==> config.mk <==
export PLATFORM = sky130hd
export DESIGN_NAME = pc_nzp_bank
export DESIGN_NICKNAME = d
export VERILOG_FILES = /design/src/rtl/pc_nzp_pkg.sv /design/src/rtl/nzp_compare.sv /design/src/rtl/pc_nzp_bank.sv
export SDC_FILE = /design/constraint.sdc
export NUM_CORES = 1
export LEC_CHECK = 0
export ABC_AREA = 0
export CORE_ASPECT_RATIO = 2
export CORE_MARGIN = 3
export CORE_UTILIZATION = 44
export DETAILED_ROUTE_END_ITERATION = 7
export GPL_TIMING_DRIVEN = 0
export HOLD_SLACK_MARGIN = 0.06
export PLACE_DENSITY = 0.77
export SLEW_MARGIN = 20
export SYNTH_ARGS = -nofsm -noshare
export SYNTH_HDL_FRONTEND = slang
export SYNTH_SLANG_ARGS = --single-unit
==> constraint.sdc <==
create_clock -name clk_i -period 1.6 [get_ports clk_i]
set_input_delay 0.4 -clock clk_i [delete_from_list [all_inputs] [get_ports clk_i]]
set_output_delay 0.4 -clock clk_i [all_outputs]
set_load 0.05 [all_outputs]
==> src/rtl/pc_nzp_pkg.sv <==
// Shared types and constants for the per-lane PC/NZP bank.
package pc_nzp_pkg;

   typedef struct packed {
      logic n;
      logic z;
      logic p;
   } nzp_t;

   localparam logic [2:0] NZP_N = 3'b100;
   localparam logic [2:0] NZP_Z = 3'b010;
   localparam logic [2:0] NZP_P = 3'b001;

   typedef enum logic [1:0] {
      IDLE   = 2'd0,
      EVAL   = 2'd1,
      COMMIT = 2'd2
   } state_t;

endpackage

==> src/rtl/nzp_compare.sv <==
// Combinational signed compare of one lane's operands into a one-hot NZP flag.
module nzp_compare
   import pc_nzp_pkg::*;
#(
   parameter int DATA_WIDTH = 8
) (
   input  logic [DATA_WIDTH-1:0] a_i,
   input  logic [DATA_WIDTH-1:0] b_i,
   output nzp_t                  nzp_o
);

   // One extra bit keeps the difference exact for any pair of operands.
   logic signed [DATA_WIDTH:0] diff;

   assign diff = $signed({a_i[DATA_WIDTH-1], a_i}) - $signed({b_i[DATA_WIDTH-1], b_i});

   always_comb begin
      nzp_o   = '0;
      nzp_o.n = diff[DATA_WIDTH];
      nzp_o.z = (diff == '0);
      nzp_o.p = !diff[DATA_WIDTH] && (diff != '0);
   end

endmodule

==> src/rtl/pc_nzp_bank.sv <==
// Per-lane PC and NZP flag bank with an IDLE/EVAL/COMMIT next-PC handshake.
// Define PC_WRAP_TRAP_EN to hold all-ones PCs and raise a sticky PC_OVF instead of wrapping.
module pc_nzp_bank
   import pc_nzp_pkg::*;
#(
   parameter int         NUM_THREADS = 4,
   parameter int         PC_WIDTH    = 8,
   parameter int         DATA_WIDTH  = 8,
   parameter logic [2:0] RESET_NZP   = 3'b010,
   parameter int         RESET_PC    = 0
) (
   input  logic                            clk_i,
   input  logic                            rst_ni,
   input  logic [NUM_THREADS-1:0]          thread_en_i,
   input  logic                            cmp_valid_i,
   input  logic [NUM_THREADS*DATA_WIDTH-1:0] cmp_a_i,
   input  logic [NUM_THREADS*DATA_WIDTH-1:0] cmp_b_i,
   input  logic                            pc_update_i,
   input  logic                            branch_i,
   input  logic [2:0]                      br_mask_i,
   input  logic [PC_WIDTH-1:0]             br_target_i,
   output logic                            ready_o,
   output logic                            update_done_o,
   output logic [NUM_THREADS*PC_WIDTH-1:0] pc_o,
   output logic [NUM_THREADS*3-1:0]        nzp_o,
   output logic                            diverged_o,
   output logic                            pc_ovf_o
);

   state_t                 state_q, state_d;
   logic                   ready, in_commit;
   logic                   accept_cmp, accept_pc;

   logic                   br_q;
   logic [2:0]             mask_q;
   logic [PC_WIDTH-1:0]    target_q;
   logic [NUM_THREADS-1:0] en_q;
   logic [NUM_THREADS-1:0] taken_q, taken_d;
   logic [NUM_THREADS-1:0] active_taken;
   logic                   div_q, div_d;

   nzp_t                   nzp_q   [NUM_THREADS];
   nzp_t                   cmp_nzp [NUM_THREADS];
   logic [PC_WIDTH-1:0]    pc_q    [NUM_THREADS];
   logic [PC_WIDTH-1:0]    pc_d    [NUM_THREADS];

   always_comb begin
      state_d   = state_q;
      ready     = 1'b0;
      in_commit = 1'b0;
      case (state_q)
         IDLE: begin
            ready = 1'b1;
            if (pc_update_i) state_d = EVAL;
         end
         EVAL:   state_d = COMMIT;
         COMMIT: begin
            in_commit = 1'b1;
            state_d   = IDLE;
         end
         default: state_d = IDLE;
      endcase
   end

   always_ff @(posedge clk_i or negedge rst_ni) begin
      if (!rst_ni) state_q <= IDLE;
      else         state_q <= state_d;
   end

   assign accept_cmp = cmp_valid_i && ready;
   assign accept_pc  = pc_update_i && ready;

   always_ff @(posedge clk_i or negedge rst_ni) begin
      if (!rst_ni) begin
         br_q     <= 1'b0;
         mask_q   <= '0;
         target_q <= '0;
         en_q     <= '0;
         taken_q  <= '0;
         div_q    <= 1'b0;
      end else begin
         if (accept_pc) begin
            br_q     <= branch_i;
            mask_q   <= br_mask_i;
            target_q <= br_target_i;
            en_q     <= thread_en_i;
         end
         if (state_q == EVAL) taken_q <= taken_d;
         if (in_commit)       div_q   <= div_d;
      end
   end

   // Divergence only counts lanes that were active for this update.
   assign active_taken = taken_q & en_q;
   assign div_d        = br_q && (|active_taken) && (active_taken != en_q);

   genvar gi;
   generate
      for (gi = 0; gi < NUM_THREADS; gi++) begin : g_lane
         nzp_compare #(.DATA_WIDTH(DATA_WIDTH)) u_cmp (
            .a_i   (cmp_a_i[gi*DATA_WIDTH +: DATA_WIDTH]),
            .b_i   (cmp_b_i[gi*DATA_WIDTH +: DATA_WIDTH]),
            .nzp_o (cmp_nzp[gi])
         );

         assign taken_d[gi] = br_q && (|(nzp_q[gi] & mask_q));

`ifdef PC_WRAP_TRAP_EN
         assign pc_d[gi] = (!in_commit || !en_q[gi]) ? pc_q[gi] :
                           taken_q[gi]               ? target_q :
                           (&pc_q[gi])               ? pc_q[gi] :
                                                       pc_q[gi] + 1'b1;
`else
         assign pc_d[gi] = (!in_commit || !en_q[gi]) ? pc_q[gi] :
                           taken_q[gi]               ? target_q :
                                                       pc_q[gi] + 1'b1;
`endif

         always_ff @(posedge clk_i or negedge rst_ni) begin
            if (!rst_ni) begin
               nzp_q[gi] <= nzp_t'(RESET_NZP);
               pc_q[gi]  <= PC_WIDTH'(RESET_PC);
            end else begin
               if (accept_cmp && thread_en_i[gi]) nzp_q[gi] <= cmp_nzp[gi];
               pc_q[gi] <= pc_d[gi];
            end
         end

         assign pc_o[gi*PC_WIDTH +: PC_WIDTH] = pc_q[gi];
         assign nzp_o[gi*3 +: 3]              = nzp_q[gi];
      end
   endgenerate

`ifdef PC_WRAP_TRAP_EN
   logic [NUM_THREADS-1:0] wrap_hit;
   logic                   ovf_q;

   for (gi = 0; gi < NUM_THREADS; gi++) begin : g_wrap
      assign wrap_hit[gi] = in_commit && en_q[gi] && !taken_q[gi] && (&pc_q[gi]);
   end

   always_ff @(posedge clk_i or negedge rst_ni) begin
      if (!rst_ni)          ovf_q <= 1'b0;
      else if (|wrap_hit)   ovf_q <= 1'b1;
   end

   assign pc_ovf_o = ovf_q;
`else
   assign pc_ovf_o = 1'b0;
`endif

   assign ready_o       = ready;
   assign update_done_o = in_commit;
   assign diverged_o    = div_q;

endmodule
# --- Word-level counts from Yosys, hierarchy flattened ---
# Index checks and enable logic that the tools add are counted.
word_totals:
  reg_bits: 67
  latch_bits: 0
  ramBits: 0
  rom_bits: 0
  out_inout_bits: 48
  wordCells: 91
  memories: 0
classes:
  n_addsub: 8
  mul: 0
  n_div: 0
  n_lt_le_gt_ge: 0
  eq_ne: 4
  shifts: 0
  n_mux: 8
  n_bitwise: 5
  n_reduce_logical: 43
op_table:
  columns: ["op", "n"]
  rows:
  - ["9-bit zero test", 4]
  - ["9-bit nonzero test", 4]
  - ["8-bit by 8-bit subtractor with 9-bit output", 4]
  - ["8-bit by 1-bit adder with 8-bit output (second input constant)", 4]
  - ["8-bit two-way mux", 4]
  - ["1-bit logical AND", 16]
  - ["3-bit bitwise AND", 4]
  - ["3-bit OR reduction", 4]
  - ["1-bit zero test", 9]
  - ["4-bit bitwise AND", 1]
  - ["1-bit logical OR", 4]
  - ["4-bit != test", 1]
  - ["2-bit one-hot mux with 2 select lines", 1]
  - ["4-bit OR reduction", 1]
  - ["2-bit by 1-bit == test with 1-bit output (second input constant)", 1]
  - ["2-bit == test (second input constant)", 1]
  - ["2-bit zero test", 1]
  - ["1-bit two-way mux", 2]
  - ["2-bit two-way mux", 1]
  - ["2-bit != test (second input constant)", 1]

# --- Depth between registers and ports, before layout ---
depth:
  word_depth: 4
  mapped_depth: 10
  depth_no_buf: 10

# --- Modules after synthesis ---
# A second synthesis with hierarchy kept.
unflattened:
  cells_unflattened: 549
  hier_area_um2: 4867.2
by_module_without_submodules:
  columns: ["module", "n_inst", "cells_each", "area_each_um2", "seq_area_each_um2"]
  rows:
  - ["pc_nzp_bank", 1, 328, 3310.7, 1681.6]
  - ["nzp_compare at g_lane[0].u_cmp ...", 3, 55, 384.1, 0.0]
  - ["nzp_compare at g_lane[2].u_cmp", 1, 56, 404.1, 0.0]

# --- Worst setup path after synthesis ---
# Ideal clock, no wire load.
synth_path:
  kind: "input port to flip-flop"
  start: "input cmp_a_i[16]"
  end: "register nzp_q, in the netlist nzp_o[6]"
  setup_ns: 0.126
  arrival_ns: 2.152
  required_time_ns: 1.474
  path_slack_ns: -0.678
  path_stages: 10
  path_cell_list: "inv_1 > ha_1 > fa_1 > nand2b_1 > a21oi_1 > o31ai_1 > o41ai_1 > nor4b_1 > a31oi_1 > a221o_1"
synth_between:
  elab_chain_len: 3
  word_cells_on_any_way: 4
synth_lines:
  columns: ["element", "line", "source"]
  rows:
  - ["start, declared", "pc_nzp_bank.sv:16", "input logic [NUM_THREADS*DATA_WIDTH-1:0] cmp_a_i,"]
  - ["8-bit by 8-bit subtractor with 9-bit output *", "nzp_compare.sv:15", "assign diff = $signed({a_i[DATA_WIDTH-1], a_i}) - $signed({b_i[DATA_WIDTH-1], b_i});"]
  - ["9-bit nonzero test or 1-bit zero test (tied branches)", "nzp_compare.sv:21", "nzp_o.p = !diff[DATA_WIDTH] && (diff != '0);"]
  - ["1-bit logical AND *", "nzp_compare.sv:21", null]
  - ["end signal, assigned by index", "pc_nzp_bank.sv:121", "nzp_q[gi] <= nzp_t'(RESET_NZP);"]
  - ["end signal, assigned by index", "pc_nzp_bank.sv:124", "if (accept_cmp && thread_en_i[gi]) nzp_q[gi] <= cmp_nzp[gi];"]
  - ["end, declared", "pc_nzp_bank.sv:42", "nzp_t nzp_q [NUM_THREADS];"]
# Mark *: on every way between the ends. The rest lies on a longest branch, timed or not.
# A chain may end at the register's enable or synchronous reset.

# --- Worst setup path after layout ---
layout_path:
  start: "input cmp_a_i[10]"
  end: "register nzp_q, in the netlist nzp_o[4]"
layout_between:
  elab_chain_len: 2
layout_lines:
  columns: ["element", "line", "source"]
  rows:
  - ["8-bit by 8-bit subtractor with 9-bit output", "nzp_compare.sv:15", null]
  - ["9-bit zero test", "nzp_compare.sv:20", "nzp_o.z = (diff == '0);"]
# No other way between the ends.

==> impl_summary.log <==
INFO  metric hold_viol_final = 0
INFO  metric layout.core_utilization = 72.98%
INFO  metric via_count_of_the_first_global_routing_pass = 5112
INFO  metric htreeDepth = 3
INFO  metric drt_iter0_markers = 261
INFO  metric type_of_the_worst_min_delay_path = in -> async
INFO  metric die-area = 12090 um2
INFO  metric worst-setup-path-type = in -> reg
INFO  metric vdd_drop_max = 0.9074 mV
INFO  metric unrepaired_setup_endpoints_after_global_routing = yes
INFO  metric seqCellArea = 1682 um2
INFO  metric detailed_route_wl = 15.70 mm
INFO  metric worst_skew_pair.late_latency = 0.33 ns
INFO  metric wl_per_cell = 17.95 um
INFO  metric pre_cts_slack = -1.373 ns
INFO  metric synth_async_reset_ratio = 100.0%
INFO  metric num_vias = 4976
INFO  metric critical_path_peak_fanout = 3
INFO  metric synth_largest_area_cell = dfrtp_1
INFO  metric cp.required = 1.83 ns
INFO  metric fin_worst_skew = 0.006194 ns
INFO  metric clk_pin_slew_worst_paths = 0.05 ns
INFO  metric layout.nets = 859
INFO  metric syn_area = 4722 um2
INFO  metric synth_nets = 687
INFO  metric violations = negative setup slack
INFO  metric grt.total_usage = 25.11%
INFO  metric synth.top_cell.area_share = 33.39%
INFO  metric power.static_leakage = 3.210 nW
INFO  metric clock_path_buffers = 2
INFO  metric cap_viol_max_count = 0
INFO  metric tightestPinTransition = 0.5029 ns
INFO  metric first_pass_grt_wire_length = 24.05 mm
INFO  metric finalMaxSlewViolations = 0
INFO  metric powerDensity = 1289 nW/um2
INFO  metric core_region_area = 10280 um2
INFO  metric outcome = finished with violations
INFO  metric postSynth.topFlopCell = dfrtp_1
INFO  metric cts_made_buffers = 9
INFO  metric post-dp-hpwl = 10.88 mm
INFO  metric antenna_found_initial = 0
INFO  metric synth_edf_count = 0
INFO  metric clockRootBuffer = clkbuf_16
INFO  metric synth_commonest_cells = o21ai_0, dfrtp_1, nor2_1
INFO  metric grt_start_max_net_pins = 57
INFO  metric buffer_ports.inserted = 130
INFO  metric drive_gt1_share = 36.08%
INFO  metric dr.pass1.iters = 5
INFO  metric slew_headroom = 66.48%
INFO  metric initial_utilization = 45.93%
INFO  metric ys_ff_latch = 67
INFO  metric fmax = 462.1 MHz
INFO  metric netlist-cell-type-count = 56
INFO  metric syn_avg_cell_area = 8.387 um2
INFO  metric synth.yosys.warnings = 0
INFO  metric timing.final.setup_violations = 13
INFO  metric layout_worst_path_cycle_share = 135.3%
INFO  metric final_critical_path_setup_slack = -0.5643 ns
INFO  metric ys_top_cells_by_area = dfrtp_1, ha_1, o21ai_0
INFO  metric num_io_pins = 132
INFO  metric fin_setup_tns = -3.480 ns
INFO  metric data_arrival_time_of_the_critical_path = 2.39 ns
INFO  metric antenna_violating_nets_post_route = 0
INFO  metric fp-row-count = 52
INFO  metric cp-end-kind = flip-flop
INFO  metric clock-sinks = 67
INFO  metric routabilityCongestion = 0.8479
INFO  metric finalWorstPathRequiredPeriod = 2.164 ns
INFO  metric chipHeight = 152.5 um
INFO  metric register_area_share_after_synthesis = 35.61%
INFO  metric multi_input_area = 3542 um2
INFO  metric worstSetupStartpointType = input pin
INFO  metric drcViolationCount = 0
INFO  metric tritoncts = done
INFO  metric antennaDiodeCount = 0
INFO  metric nFillCells = 785
INFO  metric floorplan.die.width = 79.25 um
INFO  metric p_total = 0.009673 W
INFO  metric synth_most_common_cell = o21ai_0
INFO  metric grt.overflow.total = 0
INFO  metric routed_via_density = 5.687
INFO  metric cell_count_after_synthesis = 563
INFO  metric area_growth = 58.88%
[layout by cell type, fill, tap and decap left out, types with 8 or more instances in the layout]
cell type        instances
o21ai_0                 65
dfrtp_1                 63
nor2_1                  53
nand2_1                 44
clkdlybuf4s15_2         34
clkdlybuf4s50_1         33
buf_4                   30
a21oi_1                 29
inv_1                   25
ha_4                    24
inv_2                   20
dlygate4sd2_1           19
buf_2                   18
mux2_2                  13
buf_6                   11
mux2i_1                 11
ha_1                    10
a31oi_1                  9
nand3_1                  9
clkbuf_16                9
clkbuf_1                 8
clkbuf_2                 8
a21oi_2                  8
[power breakdown]
| part | internal, W | switching, W | total, W |
|---|---|---|---|
| clock network | 0.00113 | 0.000675 | 0.00180 |
| logic | 0.00184 | 0.00305 | 0.00489 |
| registers | 0.00224 | 0.000742 | 0.00298 |
| total | 0.00520 | 0.00447 | 0.00967 |
[registers in the layout, indices dropped and copies added (netlist names)]
register and cells:
taken_q 4, target_q 8, br_q 1, en_q 4, diverged_o 1, mask_q 3
state_q 2, pc_o 32, nzp_o 12
[critical path: stages]
cell     delay (ns)
buf_6          0.10
ha_4           0.24
o21ai_2        0.14
a21oi_2        0.06
or4_4          0.56
a31oi_4        0.22
xnor2_2        0.09
or3_4          0.38
o41ai_2        0.22
[kinds of logic after synthesis]
group           synth area share [%]
mux                            5.432
other cells                  0.07942
fa+ha+maj                      11.23
simple gates                   18.18
buf+inv                        5.485
xor+xnor                       1.855
flops                          35.61
compound gates                 22.13
[area by class of cell]
| cell class | count | share of cell area (%) |
|---|---|---|
| Timing Repair Buffer | 162 | 20.20 |
| Buffer | 16 | 1.251 |
| Clock buffer | 14 | 3.519 |
| Clock inverter | 2 | 0.1334 |
| Sequential cell | 67 | 22.41 |
| Inverter | 51 | 3.019 |
| Multi-Input combinational cell | 428 | 47.21 |
| Tap cell | 135 | 2.251 |
[path summary, 6_finish.rpt]
| path | to | startpoint | cells after the start | slack, ns |
|---|---|---|---|---|
| max reg2reg | nzp_o[6] | state_q[0] | 6 | -0.10 |
| max | nzp_o[4] | cmp_a_i[10] | 9 | -0.56 |
| min | pc_o[31] | rst_ni | 2 | 0.47 |
| min in group clk_i | nzp_o[10] | nzp_o[10] | 2 | 0.48 |
| max in group asynchronous | nzp_o[7] | rst_ni | 3 | 0.55 |
| min reg2reg | nzp_o[10] | nzp_o[10] | 2 | 0.48 |
[per-stage QoR]
stage | area, um2 | hold slack, ns | std cells
floorplan | 4895 | 0.1044 | 563
global placement | 6365 | 0.4643 | 828
detailed placement | 6390 | 0.2587 | 829
CTS | 7306 | 0.4614 | 870
global route | 7502 | 0.4801 | 875
finish | 7502 | 0.4736 | 875
[timing repair]
| action | 4_1_cts | 5_1_grt |
|---|---|---|
| resized for setup | 363 | 92 |
| buffers inserted | 24 | 7 |
| hold endpoints to repair | 10 | 0 |
| endpoints found under the setup margin | 72 | 24 |
| hold buffers | 1 | 0 |
| pin swaps | 78 | 52 |
[per-layer routing]
metal	share of wire (%)	global-route usage, %	up-vias
li1	-	-	2348
met1	33	23.61	2355
met2	56	48.15	203
met3	6.2	5.740	70
met4	5.1	12.95	0
met5	0	0	-
Power figures use the tool's default switching activity.
